--- src/rtl/line_refill_engine_pkg.sv ---
// Shared types for the cache miss/refill path: FSM states and the line bus.
package line_refill_engine_pkg;

    localparam int LINE_WORDS = 4;

    typedef logic [32*LINE_WORDS-1:0] LINE_BUS;

    typedef enum logic [2:0] {
        IDLE,
        WB,
        RD_REQ,
        RD_WAIT,
        DONE
    } refill_state_e;

endpackage

--- src/rtl/line_refill_engine.sv ---
// Cache miss handler: optional dirty-victim writeback, then word-by-word line fetch,
// returned to the cache with a one-cycle fill pulse. One read outstanding at a time.
module line_refill_engine
    import line_refill_engine_pkg::*;
#(
    parameter int LINE_WORDS = line_refill_engine_pkg::LINE_WORDS,
    parameter int ADDR_WIDTH = 32
) (
    input  logic                     clk,
    input  logic                     rst,
    input  logic                     miss_valid,
    output logic                     miss_ready,
    input  logic [ADDR_WIDTH-1:0]    miss_addr,
    input  logic                     victim_dirty,
    input  logic [ADDR_WIDTH-1:0]    victim_addr,
    input  logic [32*LINE_WORDS-1:0] victim_line,
    output logic                     fill_valid,
    output logic [ADDR_WIDTH-1:0]    fill_addr,
    output logic [32*LINE_WORDS-1:0] fill_line,
    output logic                     mem_req_valid,
    input  logic                     mem_req_ready,
    output logic                     mem_req_we,
    output logic [ADDR_WIDTH-1:0]    mem_req_addr,
    output logic [31:0]              mem_req_wdata,
    input  logic                     mem_rsp_valid,
    input  logic [31:0]              mem_rsp_rdata,
    output logic                     busy
);

    localparam int IDX_W = $clog2(LINE_WORDS);
    localparam int OFS_W = IDX_W + 2;
    localparam logic [ADDR_WIDTH-1:0] LINE_MASK = ~ADDR_WIDTH'((1 << OFS_W) - 1);
    localparam logic [IDX_W-1:0] LAST_IDX = IDX_W'(LINE_WORDS - 1);

    refill_state_e              state_q, state_d;
    logic [IDX_W-1:0]           idx_q, idx_d;
    logic [ADDR_WIDTH-1:0]      miss_base_q, miss_base_d;
    logic [ADDR_WIDTH-1:0]      vic_base_q, vic_base_d;
    logic [32*LINE_WORDS-1:0]   vic_line_q, vic_line_d;
    logic [32*LINE_WORDS-1:0]   line_q, line_d;
    logic [ADDR_WIDTH-1:0]      word_ofs;

    assign word_ofs = {{(ADDR_WIDTH-OFS_W){1'b0}}, idx_q, 2'b00};

    always_comb begin
        state_d       = state_q;
        idx_d         = idx_q;
        miss_base_d   = miss_base_q;
        vic_base_d    = vic_base_q;
        vic_line_d    = vic_line_q;
        line_d        = line_q;
        miss_ready    = 1'b0;
        fill_valid    = 1'b0;
        fill_addr     = '0;
        fill_line     = '0;
        mem_req_valid = 1'b0;
        mem_req_we    = 1'b0;
        mem_req_addr  = '0;
        mem_req_wdata = '0;
        busy          = (state_q != IDLE);

        case (state_q)
            IDLE: begin
                // Held low while reset is asserted so the cache never sees a phantom accept.
                miss_ready = !rst;
                if (miss_valid && !rst) begin
                    miss_base_d = miss_addr & LINE_MASK;
                    vic_base_d  = victim_addr & LINE_MASK;
                    vic_line_d  = victim_line;
                    idx_d       = '0;
                    state_d     = victim_dirty ? WB : RD_REQ;
                end
            end
            WB: begin
                mem_req_valid = 1'b1;
                mem_req_we    = 1'b1;
                mem_req_addr  = vic_base_q | word_ofs;
                mem_req_wdata = vic_line_q[32*idx_q +: 32];
                if (mem_req_ready) begin
                    if (idx_q == LAST_IDX) begin
                        idx_d   = '0;
                        state_d = RD_REQ;
                    end else begin
                        idx_d = idx_q + 1'b1;
                    end
                end
            end
            RD_REQ: begin
                mem_req_valid = 1'b1;
                mem_req_addr  = miss_base_q | word_ofs;
                if (mem_req_ready) begin
                    state_d = RD_WAIT;
                end
            end
            RD_WAIT: begin
                if (mem_rsp_valid) begin
                    line_d[32*idx_q +: 32] = mem_rsp_rdata;
                    if (idx_q == LAST_IDX) begin
                        state_d = DONE;
                    end else begin
                        idx_d   = idx_q + 1'b1;
                        state_d = RD_REQ;
                    end
                end
            end
            DONE: begin
                fill_valid = 1'b1;
                fill_addr  = miss_base_q;
                fill_line  = line_q;
                state_d    = IDLE;
            end
            default: state_d = IDLE;
        endcase
    end

    always_ff @(posedge clk) begin
        if (rst) begin
            state_q     <= IDLE;
            idx_q       <= '0;
            miss_base_q <= '0;
            vic_base_q  <= '0;
            vic_line_q  <= '0;
            line_q      <= '0;
        end else begin
            state_q     <= state_d;
            idx_q       <= idx_d;
            miss_base_q <= miss_base_d;
            vic_base_q  <= vic_base_d;
            vic_line_q  <= vic_line_d;
            line_q      <= line_d;
        end
    end

endmodule

--- config.mk ---
export PLATFORM = sky130hd
export DESIGN_NAME = line_refill_engine
export DESIGN_NICKNAME = d
export VERILOG_FILES = /design/src/rtl/line_refill_engine_pkg.sv /design/src/rtl/line_refill_engine.sv
export SDC_FILE = /design/constraint.sdc
export NUM_CORES = 1
export LEC_CHECK = 0
export CELL_PAD_IN_SITES_DETAIL_PLACEMENT = 0
export CELL_PAD_IN_SITES_GLOBAL_PLACEMENT = 1
export CORE_AREA = 2 2 199 201
export CTS_BUF_LIST = sky130_fd_sc_hd__clkbuf_8
export CTS_CLUSTER_DIAMETER = 150
export DETAILED_ROUTE_END_ITERATION = 10
export DIE_AREA = 0 0 201 203
export GPL_ROUTABILITY_DRIVEN = 1
export PLACE_DENSITY_LB_ADDON = 0.1
export SYNTH_ARGS = -nofsm -noshare
export SYNTH_HDL_FRONTEND = slang
export SYNTH_SLANG_ARGS = --single-unit
--- constraint.sdc ---
create_clock -name clk -period 6.4 [get_ports clk]
set_clock_uncertainty 0.15 [all_clocks]
set_input_delay 1.92 -clock clk [delete_from_list [all_inputs] [get_ports clk]]
set_output_delay 1.92 -clock clk [all_outputs]
set_load 0.02 [all_outputs]
==> flow_summary.yaml <==
worst_setup_path:
  worst_path_max_delay_cell: "nor2_4"
  worstPathMaxFanout: 73
  critPathLaunchType: "flip-flop"
  max_stage_delay_ns: 0.91
  cp_cell_sequence: "nor2_4 -> buf_12 -> and3_1 -> clkdlybuf4s50_1"
  end_kind: "output port"
  arrival_ns: 3.24
  reg2reg_depth: 7
  criticalPathCategory: "reg2out"
  critical_path_depth: 4
  r2r-start: "state_q[2]"
  r2r_slack_ns: 2.71
  cp_num_buf_inv: 2
  path_delay_family: "simple AND/OR/NAND/NOR gates"
  cp_data_required_time_ns: 4.33
  r2r-end: "line_q[10]"
cts:
  clock_latency_ns: 0.61
  numCtsBuffers: 57
  cts_tree: "done"
  cts_max_level: 2
  post_cts_buffers: 0
  cts_root_buffer: "clkbuf_8"
  cts_resized: 0
  ctsHoldBuffers: 0
  clk_path_buf_depth: 3
  cts_sinks: 317
  clkTransAtPathRegs_ns: 0.06
final_layout:
  nets: 2266
  stdcell_count: 2591
  multi_input_area_um2: 7020
  fin_util_pct: 51.6
  regArea_um2: 6350
  nFillCells: 3797
  drive_gt1_share_pct: 7.38
  syn2layout_area_growth_pct: 39.8
global_routing:
  grt_antenna_before_repair: 5
  overflow: 0
  grtUsageTotal_pct: 22.5
  grt_max_degree: 193
  grt_first_pass_wirelength_um: 73400
  grt_pass1_vias: 12800
synth:
  yosys_warnings: 0
  ys_seq_area_share_pct: 44.7
  synth_ff_type: "dfxtp_1"
  synth_area_um2: 14200
  avgSynthCellArea_um2: 8.50
  async_flop_share_pct: 0
  ys_ff_latch: 317
  synth_edf_count: 0
  synth.distinct_cells: 42
  synth.largest_area_cell: "dfxtp_1"
  synthMostInstantiatedCell: "dfxtp_1"
  synth.area.top_cells: "dfxtp_1 45%, nand2b_1 8.4%, and3_1 7.0%, nand2_1 6.7%, mux4_2 5.1%"
  syn-instance-count: 1669
  synth_common_cells: "317 x dfxtp_1, 255 x nand2_1, 191 x nand2b_1"
  netlist.area_leader.share_pct: 44.7
routing:
  remaining_drc_errors: 0
  wl_um: 46900
  drt_pre_antenna_iters: 5
  final_antenna_net_count: 0
  vias: 13000
  drt-initial-drc-count: 697
  avgRoutedWirePerCell_um: 18.1
  vias_per_cell: 5.03
die:
  die_w_um: 201
  die_h_um: 203
  rows: 72
  dieArea_um2: 40800
  core_area_um2: 38500
  ioPinCount: 459
  floorplan.initialDensity_pct: 36.9
placed_design:
  placedCellCount: 2489
  place.gp.congestion: 0.802
  port_buffers: 444
  dp_hpwl_um: 30400
timing:
  min_period_over_period_pct: 83.0
  rsz0062_at_grt: "no"
  setup_violations: 0
  slew_headroom_pct: 27.7
  final-max-slew-violation-count: 0
  hold_viol: 0
  post-route-min-period_ns: 5.31
  tns_ns: 0
  worst_slew_pin_slew_ns: 1.08
  fmax_ghz: 0.188
run:
  maxCapViolCount: 0
worst_hold_path:
  holdCritStartpoint: "line_q[108]"
  min_path_cells: 2
  min_to: "line_q[108]"
  min_path_type: "reg2reg"
power_and_ir_drop:
  leakage_nw: 7.54
  vdd_drop_max_mv: 0.209
  powerDensity_nw_per_um2: 288
run_status:
  status: "completed"
-- layer usage --
| layer | share of wire (%) | track usage [%] | vias up |
|---|---|---|---|
| met5 | 0.051 | 0 | - |
| met4 | 2.1 | 6.85 | 4 |
| met3 | 8.1 | 7.13 | 75 |
| met2 | 47 | 36.9 | 406 |
| met1 | 43 | 28.1 | 6104 |
| li1 | - | - | 6432 |
-- flip-flops by register name, indices dropped and copies added (netlist names) --
register     flops
line_q         128
vic_line_q     128
miss_base_q     28
vic_base_q      28
state_q          3
idx_q            2
-- through the flow --
stage / total power [mW] / area, µm² / worst slack (ns) / hold slack, ns
after CTS: 5.79 / 19800 / 1.01 / 0.299
final: 5.71 / 19800 / 1.09 / 0.296
after global placement: 3.87 / 18700 / 1.50 / 0.284
after global routing: 6.04 / 19800 / 0.900 / 0.316
after detailed placement: 3.89 / 18700 / 1.50 / 0.291
after floorplan: 3.33 / 14200 / 1.42 / 0.278
-- cells in the final DEF (no fill, tap or decap), drive strengths merged --
cell type | netlist | routed
nor3 | 2 | 2
nand2 | 255 | 255
a22oi | 64 | 64
o211ai | 1 | 1
buf | 55 | 26
clkbuf | 118 | 73
and4b | 1 | 1
and4 | 1 | 1
nor4 | 1 | 1
o32a | 1 | 1
nor2b | 2 | 2
a21oi | 65 | 65
nand3 | 35 | 35
mux2i | 4 | 4
ha | 6 | 6
and2 | 36 | 36
nor2 | 67 | 67
nor4bb | 1 | 1
nor3b | 2 | 2
or3 | 1 | 1
o22a | 1 | 1
nand2b | 191 | 191
mux4 | 32 | 32
nand4 | 32 | 32
o21a | 1 | 1
conb | 1 | 6
inv | 3 | 22
mux2 | 1 | 1
nor4b | 1 | 1
clkinv | 0 | 8
a22o | 28 | 28
o21ai | 184 | 184
clkinvlp | 0 | 2
diode | 0 | 1
dfxtp | 317 | 317
and3 | 158 | 158
or2 | 1 | 1
clkdlybuf4s50 | 0 | 443
-- power by group --
part / total (mW) / switching [mW] / leakage, nW / internal (mW)
Clock: 1.86 / 0.860 / 0.650 / 1.00
Sequential: 2.43 / 0.179 / 2.59 / 2.25
Combinational: 1.41 / 0.833 / 4.30 / 0.581
-- how the worst max path moves through the flow --
stage / startpoint / endpoint
global placement: rst / miss_ready
finish: state_q[1] / fill_line[35]
detailed placement: rst / miss_ready
global route: state_q[1] / fill_line[103]
CTS: state_q[1] / fill_line[95]
floorplan: rst / miss_ready
-- worst register-to-register path: cells and delay by family, from the launching register on --
family                 cells  cell delay [ns]
AOI/OAI and AO/OA          1             0.12
buffers and inverters      3             1.51
DFF                        1             0.68
and+or+nand+nor            3             1.14
-- cell type report --
cell class,instances,area share [%]
clock inverters,29,0.637
flip-flops and latches,317,32.0
repair buffers,470,23.6
well taps,518,3.27
multi-input cells,1181,35.4
inverters,3,0.0568
clock buffers,72,5.00
diodes,1,0.0126
-- kinds of logic (layout without fill, tap and decap cells) --
family,Yosys count,in the layout,synth area share (%)
AO/OA/AOI/OAI,345,345,14.1
other,1,7,0.0264
AND/OR/NAND/NOR,787,787,29.0
flip-flops,317,317,44.7
adder cells (fa/ha/maj),6,6,0.529
buffers and inverters,176,574,6.11
multiplexers,37,37,5.44
Note: power is estimated with default switching activity, not from simulation.
==> edit: new RTL, same settings <==
`ADDR_WIDTH`: 32 -> 24.
--- a/src/rtl/line_refill_engine.sv
+++ b/src/rtl/line_refill_engine.sv
@@ -5,5 +5,5 @@
 #(
     parameter int LINE_WORDS = line_refill_engine_pkg::LINE_WORDS,
-    parameter int ADDR_WIDTH = 32
+    parameter int ADDR_WIDTH = 24
 ) (
     input  logic                     clk,
Ports: changed (resized fill_addr, mem_req_addr, miss_addr and victim_addr); port bits go from 459 to 427. No check against the original RTL was run, so the function may have changed too.
==> edit against the original RTL <==
- first-iteration DRC count up 12%
- cell area down 3.8%
- global-route usage up 0.32 points
- wire length up 3.2%
- total power down 2.2%
- highest routed layer unchanged
- sequential power down 5%
- die area unchanged
- largest power group unchanged
- setup slack worse by 13 ps
- non-clock buffer count down 31
- sequential cell count down 16
- combinational power up 6%
- synthesized area down 2.7%
==> edit: results <==
<?xml version="1.0" encoding="UTF-8"?>
<metrics>
  <group name="run_status">
    <metric name="outcome" unit="">finished, final reports clean</metric>
  </group>
  <group name="power_and_ir_drop">
    <metric name="total_leakage_power" unit="nW">7.97</metric>
    <metric name="power.ir.vdd_worst" unit="mV">0.185</metric>
  </group>
  <group name="synthesis">
    <metric name="synth_cell_type_count" unit="">39</metric>
    <metric name="synth.area.mux_share" unit="">0.0559</metric>
    <metric name="synth_commonest_cells" unit="">473 x sky130_fd_sc_hd__nand2_1, 301 x sky130_fd_sc_hd__dfxtp_1, 182 x sky130_fd_sc_hd__and3_1</metric>
    <metric name="synth-adder-area-share" unit="">0.00544</metric>
    <metric name="yosysSeqAreaShare" unit="">0.437</metric>
    <metric name="synthTopCellsByArea" unit="">sky130_fd_sc_hd__dfxtp_1 44%, sky130_fd_sc_hd__nand2_1 13%, sky130_fd_sc_hd__nand3b_1 9.1%, sky130_fd_sc_hd__and3_1 8.2%, sky130_fd_sc_hd__mux4_2 5.2%</metric>
  </group>
  <group name="worst_setup_path">
    <metric name="regToRegEndpoint" unit="">line_q[31]</metric>
    <metric name="critPathMaxFanout" unit="">13</metric>
    <metric name="register_to_register_path_depth" unit="">6</metric>
    <metric name="worst_ep_arrival_time" unit="ps">3260</metric>
    <metric name="worst_flop_to_flop_path_startpoint" unit="">idx_q[0]</metric>
    <metric name="r2r_setup_slack" unit="ps">3140</metric>
  </group>
  <group name="placed_design">
    <metric name="io_buffer_count" unit="">412</metric>
    <metric name="pre_cts_ws" unit="ps">1350</metric>
    <metric name="detailedPlacementHpwl" unit="mm">30.1</metric>
    <metric name="place_area" unit="mm2">0.0180</metric>
    <metric name="gp_congestion" unit="">0.778</metric>
  </group>
  <group name="route">
    <metric name="drt-initial-drc-count" unit="">781</metric>
    <metric name="drt_wl_total" unit="mm">48.4</metric>
    <metric name="vias_per_instance" unit="">5.15</metric>
  </group>
  <group name="min_path">
    <metric name="worstHoldStart" unit="">line_q[126]</metric>
    <metric name="worst_hold_path_stage_count" unit="">2</metric>
    <metric name="hold-path-endpoint" unit="">line_q[126]</metric>
  </group>
  <group name="timing">
    <metric name="worst_slack" unit="ps">1070</metric>
    <metric name="tightestPinTransition" unit="ps">1020</metric>
  </group>
  <group name="layout">
    <metric name="final_layout_size_suffix_gt1_frac" unit="">0.0742</metric>
    <metric name="final_net_count" unit="">2204</metric>
  </group>
  <group name="clock_network">
    <metric name="cts_buffers" unit="">54</metric>
    <metric name="clk_latency" unit="ps">620</metric>
  </group>
  <group name="global_routing">
    <metric name="grt_pass1_vias" unit="">12904</metric>
    <metric name="globalRouteTotalUtil" unit="">0.228</metric>
    <metric name="wire_length_of_the_first_global_routing_pass" unit="mm">74.4</metric>
    <metric name="grt_start_max_net_pins" unit="">112</metric>
    <metric name="antenna_found_initial" unit="">7</metric>
  </group>
</metrics>
[edit: worst max-delay path by stage]
stage	from	end	cells after the start
after detailed placement	rst	miss_ready	3
after global placement	rst	miss_ready	3
after global routing	state_q[1]	mem_req_addr[13]	5
after floorplan	rst	miss_ready	2
final	state_q[1]	mem_req_addr[15]	5
after CTS	state_q[1]	mem_req_addr[13]	5
[edit: per-layer routing]
metal / share of wire / vias up / track usage
met2: 0.46 / 449 / 0.363
met4: 0.028 / 2 / 0.0902
met1: 0.43 / 6183 / 0.287
met5: 0.00033 / - / 0
met3: 0.083 / 84 / 0.0708
li1: - / 6390 / -
[edit: worst max-delay path, stage by stage, from the launching register on]
cell and delay (ps):
sky130_fd_sc_hd__dfxtp_1 670, sky130_fd_sc_hd__inv_1 220, sky130_fd_sc_hd__nor3_2 590, sky130_fd_sc_hd__buf_4 330, sky130_fd_sc_hd__a22o_1 160, sky130_fd_sc_hd__clkdlybuf4s50_1 660
[edit: power by group]
| group | switching, mW | leakage (nW) | total [mW] | internal (mW) |
|---|---|---|---|---|
| clock network | 0.803 | 0.625 | 1.78 | 0.977 |
| logic | 0.927 | 4.89 | 1.50 | 0.573 |
| registers | 0.180 | 2.46 | 2.30 | 2.12 |
[edit: area by class of cell]
type	count	area, um2
sequential	301	6040
clock inverter	22	85.1
antenna	6	15.0
clock buffer	71	977
multi-input combinational	1183	6940
timing repair buffer	439	4350
tap	518	648
inverter	5	18.8
fill	3819	19400
[edit: through the flow]
step,std cells,hold WS [ps],total power [mW]
2_1_floorplan,1672,278,3.25
3_3_place_gp,2446,283,3.83
3_5_place_dp,2446,291,3.84
4_1_cts,2539,298,5.65
5_1_grt,2543,312,5.88
6_report,2545,294,5.58
